`src/rtl/sqrt_job_sequencer.sv`:
```
// sqrt_job_sequencer
//   Feeder for the iterative square-root core. Operands arrive on a valid/ready stream and are
//   buffered in a small FIFO. One job at a time is launched into the core through its start/ready
//   handshake. The 4-bit result is captured and presented together with its operand on a
//   single-slot valid/ready output. A watchdog abandons a job whose core never returns ready.
//
// Ports
//   i_clk            rising-edge clock, shared with the core
//   i_clear          synchronous active-high reset, also wired to the core's clear
//   i_in_valid       operand offered
//   o_in_ready       FIFO can accept (not full)
//   i_in_num[6:0]    operand
//   i_core_ready     core idle
//   i_core_result    core result, stable while i_core_ready=1
//   o_core_start     launch pulse to the core
//   o_core_num[6:0]  operand to the core, valid with o_core_start
//   o_out_valid      result available
//   i_out_ready      consumer accepts the result
//   o_out_num[6:0]   operand the result belongs to
//   o_out_result     square root, 0 when the job timed out
//   o_out_timeout    result was abandoned by the watchdog
//   o_busy           job in progress or operands queued
//   o_jobs_done[7:0] completed output handshakes, wraps at 256

module sqrt_job_sequencer #(
  parameter int unsigned DEPTH   = 4,
  parameter int unsigned AW      = 2,
  parameter int unsigned TIMEOUT = 64
) (
  input  logic       i_clk,
  input  logic       i_clear,
  input  logic       i_in_valid,
  output logic       o_in_ready,
  input  logic [6:0] i_in_num,
  input  logic       i_core_ready,
  input  logic [3:0] i_core_result,
  output logic       o_core_start,
  output logic [6:0] o_core_num,
  output logic       o_out_valid,
  input  logic       i_out_ready,
  output logic [6:0] o_out_num,
  output logic [3:0] o_out_result,
  output logic       o_out_timeout,
  output logic       o_busy,
  output logic [7:0] o_jobs_done
);

  localparam logic [1:0] S_IDLE   = 2'd0;
  localparam logic [1:0] S_LAUNCH = 2'd1;
  localparam logic [1:0] S_WAIT   = 2'd2;
  localparam logic [1:0] S_HOLD   = 2'd3;

  localparam logic [AW:0]   LP_DEPTH    = (AW+1)'(DEPTH);
  localparam logic [AW:0]   LP_CNT_ONE  = (AW+1)'(1);
  localparam logic [AW-1:0] LP_PTR_ONE  = AW'(1);
  localparam logic [7:0]    LP_TMO_LAST = 8'(TIMEOUT - 1);

  // FIFO storage and pointers
  logic [6:0]    r_mem [DEPTH];
  logic [AW-1:0] r_wr_ptr;
  logic [AW-1:0] r_rd_ptr;
  logic [AW:0]   r_count;

  // Job control
  logic [1:0] r_state;
  logic [7:0] r_timer;
  logic [6:0] r_job_num;

  // Output slot
  logic       r_out_valid;
  logic [6:0] r_out_num;
  logic [3:0] r_out_result;
  logic       r_out_timeout;
  logic [7:0] r_jobs_done;

  logic w_full;
  logic w_empty;
  logic w_push;
  logic w_launch;

  // in_ready depends on occupancy only, so a pop in the same cycle never frees a full FIFO.
  assign w_full   = (r_count == LP_DEPTH);
  assign w_empty  = (r_count == '0);
  assign w_push   = i_in_valid & ~w_full;
  assign w_launch = (r_state == S_IDLE) & ~w_empty & i_core_ready;

  assign o_in_ready    = ~w_full;
  assign o_core_start  = w_launch;
  assign o_core_num    = r_mem[r_rd_ptr];
  assign o_out_valid   = r_out_valid;
  assign o_out_num     = r_out_num;
  assign o_out_result  = r_out_result;
  assign o_out_timeout = r_out_timeout;
  assign o_busy        = (r_state != S_IDLE) | ~w_empty;
  assign o_jobs_done   = r_jobs_done;

  // Storage needs no reset: pointers and count define which entries are live.
  always_ff @(posedge i_clk) begin
    if (w_push) begin
      r_mem[r_wr_ptr] <= i_in_num;
    end
  end

  always_ff @(posedge i_clk) begin
    if (i_clear) begin
      r_wr_ptr <= '0;
      r_rd_ptr <= '0;
      r_count  <= '0;
    end else begin
      if (w_push) begin
        r_wr_ptr <= r_wr_ptr + LP_PTR_ONE;
      end
      if (w_launch) begin
        r_rd_ptr <= r_rd_ptr + LP_PTR_ONE;
      end
      case ({w_push, w_launch})
        2'b10:   r_count <= r_count + LP_CNT_ONE;
        2'b01:   r_count <= r_count - LP_CNT_ONE;
        default: r_count <= r_count;
      endcase
    end
  end

  always_ff @(posedge i_clk) begin
    if (i_clear) begin
      r_state       <= S_IDLE;
      r_timer       <= '0;
      r_job_num     <= '0;
      r_out_valid   <= 1'b0;
      r_out_num     <= '0;
      r_out_result  <= '0;
      r_out_timeout <= 1'b0;
      r_jobs_done   <= '0;
    end else begin
      case (r_state)
        S_IDLE: begin
          if (w_launch) begin
            r_job_num <= r_mem[r_rd_ptr];
            r_state   <= S_LAUNCH;
          end
        end
        // Core spends this cycle loading the operand with core_ready low.
        S_LAUNCH: begin
          r_timer <= '0;
          r_state <= S_WAIT;
        end
        S_WAIT: begin
          r_timer <= r_timer + 8'd1;
          // A returning core wins over a watchdog expiry in the same cycle.
          if (i_core_ready) begin
            r_out_result  <= i_core_result;
            r_out_num     <= r_job_num;
            r_out_timeout <= 1'b0;
            r_out_valid   <= 1'b1;
            r_state       <= S_HOLD;
          end else if (r_timer == LP_TMO_LAST) begin
            r_out_result  <= '0;
            r_out_num     <= r_job_num;
            r_out_timeout <= 1'b1;
            r_out_valid   <= 1'b1;
            r_state       <= S_HOLD;
          end
        end
        S_HOLD: begin
          if (r_out_valid && i_out_ready) begin
            r_out_valid <= 1'b0;
            r_jobs_done <= r_jobs_done + 8'd1;
            r_state     <= S_IDLE;
          end
        end
        default: r_state <= S_IDLE;
      endcase
    end
  end

endmodule

```
`config.mk`:
```
export PLATFORM = sky130hd
export DESIGN_NAME = sqrt_job_sequencer
export DESIGN_NICKNAME = d
export VERILOG_FILES = /design/src/rtl/sqrt_job_sequencer.sv
export SDC_FILE = /design/constraint.sdc
export NUM_CORES = 1
export LEC_CHECK = 0
export CAP_MARGIN = 10
export CORE_MARGIN = 2
export CORE_UTILIZATION = 30
export CTS_CLUSTER_SIZE = 40
export DETAILED_ROUTE_END_ITERATION = 7
export PLACE_DENSITY_LB_ADDON = 0.3
export SLEW_MARGIN = 20
export SYNTH_ARGS = -nofsm -noshare
export SYNTH_HDL_FRONTEND = slang
export SYNTH_SLANG_ARGS = --single-unit
export TNS_END_PERCENT = 1
```
`constraint.sdc`:
```
create_clock -name i_clk -period 5.4 [get_ports i_clk]
set_clock_uncertainty 0.1 [all_clocks]
set_input_delay 1.62 -clock i_clk [delete_from_list [all_inputs] [get_ports i_clk]]
set_output_delay 1.62 -clock i_clk [all_outputs]
set_load 0.1 [all_outputs]
```
==> summary.txt, run 1 <==
Final Cycle Share - 83.7%
PwrDens - 481 nW/um^2
number of flops mapped to enable cells by yosys - 28
port bufs - 46
Syn Area/Cell - 11.4 sq um
Clk pin slew, worst setup/hold paths - 80 ps
synth warn - 0
Cell Area, Synth - 3120 sq um
# IOs - 47
clock root cell - clkbuf_8
final hold viol count - 0
row cnt - 37
Layout fillers - 1003
final antenna-violating net count - 0
Worst-Skew Late Latency - 350 ps
postcts setup bufs - 0
worst min-delay path class - register to register
# H-tree levels - 3
Worst VDD drop - 0.282 mV
DRC viols - 0
pin count of the biggest net entering global routing - 32
Area growth, synth to finish - 26.8%
most common cell in the netlist - dfxtp_1
Slew headroom - 33.0%
synth top area cells - dfxtp_1 (30%), edfxtp_1 (27%), mux4_2 (5.1%)
Post-Synthesis Cells - 273
Die W - 106 um
Clock Power Share - 24.3%
Setup crit start - i_core_ready
Pwr Total - 0.00190 W
drt wl/cell - 12.7 um
Final nets - 351
Psw - 0.000798 W
max frequency - 0.221 GHz
layout cells sized above 1 - 9.76%
post-synthesis sequential element count - 75
arrival time worst endpoint - 2800 ps
WS Path Type - input port to primary output
max_cap viols - 0
commonest cells in the netlist - dfxtp_1 (47), edfxtp_1 (28), nand2_1 (26)
RSZ-0062 raised after global routing - false
Starting Density - 30.5%
Post-Route WL - 5.89 mm
GRT Overall Usage - 11.3%
Pins Over Slew Limit - 0
leakage - 1.34 nW
CTS resizes - 0
vias in the first global route - 2077
FF-to-FF Start - r_state[0]
Net Sw Frac - 41.9%
outcome - completed
Synth top area share - 30.2%
post-detail-place hpwl - 4.06 mm
CP Launch Type - input port
global-route wire length before repair - 9.86 mm
total gr overflow - 0
antenna violations before repair - 0
ys async rst share - 0%
# diodes - 0
cts hold-fix bufs - 0
sequential share of power - 37.1%
vias per cell - 4.52
GPL Wtd Cong - 0.730
full die area - 11200 sq um
post-route setup TNS - 0 ps
CTS buffer count - 9
critical path peak fanout - 11
clk buf depth - 2
syn nets - 301
Combinational Power Share - 38.6%
CTS tree - done
Vias - 2096
Worst Tran Pin Value - 1000 ps
initial drt markers - 99
top_reg_cell synth - dfxtp_1
synth unique cells - 37
Initial DRT Pass Iterations - 4
leading area contributor after synthesis - dfxtp_1
Core Box Area - 10200 sq um
Period minus WS final - 4520 ps
Seq/Total Area, Yosys - 57.1%
die height - 106 um
HP Start - r_job_num[4]
hold_ws - 361 ps
CTS Sinks - 75
Power Internal - 0.00111 W
CP Capture Type - primary output
Worst Path Required - 3680 ps
Final setup violation count - 0
## power by group through the flow
stage | sequential [W] | combinational, W | clock [W]
6_report | 0.000706 | 0.000736 | 0.000463
5_1_grt | 0.000718 | 0.000784 | 0.000506
4_1_cts | 0.000707 | 0.000743 | 0.000484
3_5_place_dp | 0.000720 | 0.000739 | 0
3_3_place_gp | 0.000718 | 0.000736 | 0
2_1_floorplan | 0.000737 | 0.000551 | 0
## logic make-up after synthesis
| group | Yosys count | share of synthesized area, % |
|---|---|---|
| adder cells (fa/ha/maj) | 12 | 5.05 |
| XOR/XNOR | 13 | 3.65 |
| flip-flops | 75 | 57.1 |
| multiplexers | 16 | 7.94 |
| AO/OA/AOI/OAI | 40 | 7.70 |
| buffers and inverters | 20 | 2.53 |
| AND/OR/NAND/NOR | 97 | 16.0 |
## registers in the layout, summed over array words and instances (netlist names), 2 cells and up, named ones only
name          cells
r_timer           8
r_rd_ptr          2
r_mem            28
o_out_num         7
o_jobs_done       8
o_out_result      4
r_wr_ptr          2
r_job_num         7
r_count           3
r_state           2
## per-stage QoR
step	instance area (sq um)	utilization (%)	instances	setup slack (ps)
floorplan	3120	-	273	1270
CTS	3960	38.7	464	851
detailed placement	3740	36.6	448	861
global placement	3740	36.6	448	868
global route	3960	38.7	464	788
finish	3960	38.7	464	879
## area by class of cell
class                   count  area, sq um  share of cell area (%)
flip-flops and latches     75         1780                    45.0
multi-input cells         178         1260                    31.8
repair buffers             49          493                    12.5
well taps                 136          170                    4.30
clock buffers               9          124                    3.13
clock inverters             7         90.1                    2.28
inverters                  10         37.5                   0.949
## routing by layer
metal	vias up	part of all wire (%)	wire length, um	GRT usage, %
met5	-	0	0	0
met4	0	0.78	46	3.38
met3	7	4.4	259	3.92
met2	37	47	2770	18.6
met1	986	48	2820	13.9
li1	1066	-	-	-
## placed cells by master, fill, tap and decap left out, drive strengths merged, types with 8 or more instances in the layout
cell type / instances
inv: 15
o21ai: 10
mux2i: 9
clkbuf: 9
xor2: 9
nand3: 8
nand2b: 18
clkdlybuf4s50: 45
dfxtp: 47
a21oi: 22
ha: 11
edfxtp: 28
nand2: 26
nor2: 18
## final timing paths
path                        to  slack, ps  cells after the start
setup / recovery  o_core_start        880                      4
hold / removal    r_job_num[4]        360                      2
setup reg to reg    r_count[2]       2870                     10
hold reg to reg   r_job_num[4]        360                      2
## critical path, stage by stage
cell and delay [ps]:
clkdlybuf4s50_1 540, nand3b_2 200, inv_2 230, buf_12 210
Power figures use the tool's default switching activity.
==> run 2, diff against run 1 <==
==> constraint.sdc (replaced) <==
create_clock -name i_clk -period 4.05 [get_ports i_clk]
set_clock_uncertainty 0.1 [all_clocks]
set_input_delay 1.215 -clock i_clk [delete_from_list [all_inputs] [get_ports i_clk]]
set_output_delay 1.215 -clock i_clk [all_outputs]
set_load 0.1 [all_outputs]
==> summary.txt, run 2 (synthesis gave the netlist of run 1 again) <==
outcome - completed
Area growth, synth to finish - 24.7%
max frequency - 0.275 GHz
Starting Density - 30.5%
CTS Sinks - 75
row cnt - 37
max_cap viols - 0
most common cell after layout, fill and taps aside - dfxtp_1
DRC viols - 0
GPL Wtd Cong - 0.731
CP Capture Type - primary output
Worst Path Buf+Inv - 3
WS Path Type - input port to primary output
CP Cell Sequence - clkdlybuf4s50_1 -> nand3b_2 -> inv_2 -> buf_12
Worst-Skew Late Latency - 350 ps
Core Box Area - 10200 sq um
Place WS - 392 ps
post-detail-place hpwl - 4.21 mm
post-route setup TNS - 0 ps
Worst VDD drop - 0.416 mV
# H-tree levels - 3
initial drt markers - 71
full die area - 11200 sq um
leakage - 1.37 nW
clk buf depth - 2
Final nets - 351
fin worst setup slack - 409 ps
pin count of the biggest net entering global routing - 50
CTS buffer count - 9
clock root cell - clkbuf_8
antenna violations before repair - 0
total gr overflow - 0
CP top delay family - buffers and inverters
Worst Path Required - 2730 ps
cts hold-fix bufs - 0
vias in the first global route - 2114
critical path peak fanout - 8
layout cells sized above 1 - 16.5%
CP max stage cell - clkdlybuf4s50_1
drt wl/cell - 13.1 um
worst min-delay path class - register to register
Finished Layout Cells - 464
max incr delay on CP - 530 ps
largest reg by FF count - r_mem
Post-Route WL - 6.07 mm
die height - 106 um
Final Cycle Share - 89.9%
CP Launch Type - input port
vias per cell - 4.48
port bufs - 46
most frequent cells in the layout - dfxtp_1 (47), edfxtp_1 (28), nand2_1 (26), buf_4 (25), clkdlybuf4s50_1 (23)
# diodes - 0
Worst Tran Pin Value - 969 ps
final hold viol count - 0
Die W - 106 um
GRT Overall Usage - 11.9%
Initial DRT Pass Iterations - 4
Vias - 2077
CTS tree - done
CTS resizes - 0
Largest register FFs - 28
arrival time worst endpoint - 2330 ps
Clk pin slew, worst setup/hold paths - 90 ps
# IOs - 47
dpl cells - 448
Layout fillers - 1000
RSZ-0062 raised after global routing - false
Final setup violation count - 0
global-route wire length before repair - 10.4 mm
PwrDens - 645 nW/um^2
final antenna-violating net count - 0
Period minus WS final - 3640 ps
Pins Over Slew Limit - 0
postcts setup bufs - 0
Slew headroom - 35.2%
==> run 2: cell count changes in the layout (fill, tap and decap cells not counted) <==
cell / previous run / this run
clkinvlp_4: 0 / 1
clkdlybuf4s50_1: 45 / 23
inv_8: 3 / 0
buf_4: 3 / 25
inv_6: 2 / 4
==> run 2: worst register-to-register path, cell delays in order (launching register included) <==
cell     delay (ps)
dfxtp_1         360
or3b_1          460
and2_1          240
inv_1            80
ha_1            180
inv_1            60
fa_1            370
xor2_1          160
or3_1           310
a21oi_1         140
==> run 2: metal layers <==
| layer | vias up | global-route usage (%) | share of wire, % |
|---|---|---|---|
| li1 | 1063 | - | - |
| met1 | 970 | 15.1 | 48 |
| met2 | 37 | 19.1 | 47 |
| met3 | 7 | 3.86 | 3.8 |
| met4 | 0 | 3.95 | 1.2 |
| met5 | - | 0 | 0 |
==> run 2: report_power, final <==
group / total, W / switching [W] / internal (W)
registers: 0.000941 / 0.0000687 / 0.000873
clock network: 0.000595 / 0.000301 / 0.000294
logic: 0.000973 / 0.000686 / 0.000287
total: 0.00251 / 0.00106 / 0.00145
==> run 2: path summary, 6_finish.rpt <==
path / end / slack, ps / cells after the start / start
worst max-delay path: o_core_start / 410 / 4 / i_core_ready
worst min-delay path: r_job_num[6] / 360 / 2 / r_job_num[6]
worst max register to register: r_count[2] / 1540 / 9 / r_count[2]
worst min register to register: r_job_num[6] / 360 / 2 / r_job_num[6]
==> run 2: per-stage QoR <==
stage,total power [W],cell area (sq um),util (%),hold slack (ps)
final,0.00251,3890,38.0,362
after global routing,0.00265,3890,38.0,390
after CTS,0.00254,3890,38.0,364
after detailed placement,0.00194,3690,36.0,352
after global placement,0.00193,3690,36.0,349
after floorplan,0.00172,3120,-,337
==> run 2: area by class of cell <==
type                            count  area [sq um]  share of cell area, %
Sequential cell                    75          1780                   45.8
Multi-Input combinational cell    178          1260                   32.3
Timing Repair Buffer               49           438                   11.3
Tap cell                          136           170                   4.37
Clock buffer                        9           124                   3.18
Clock inverter                      7          81.3                   2.09
Inverter                           10          37.5                  0.965
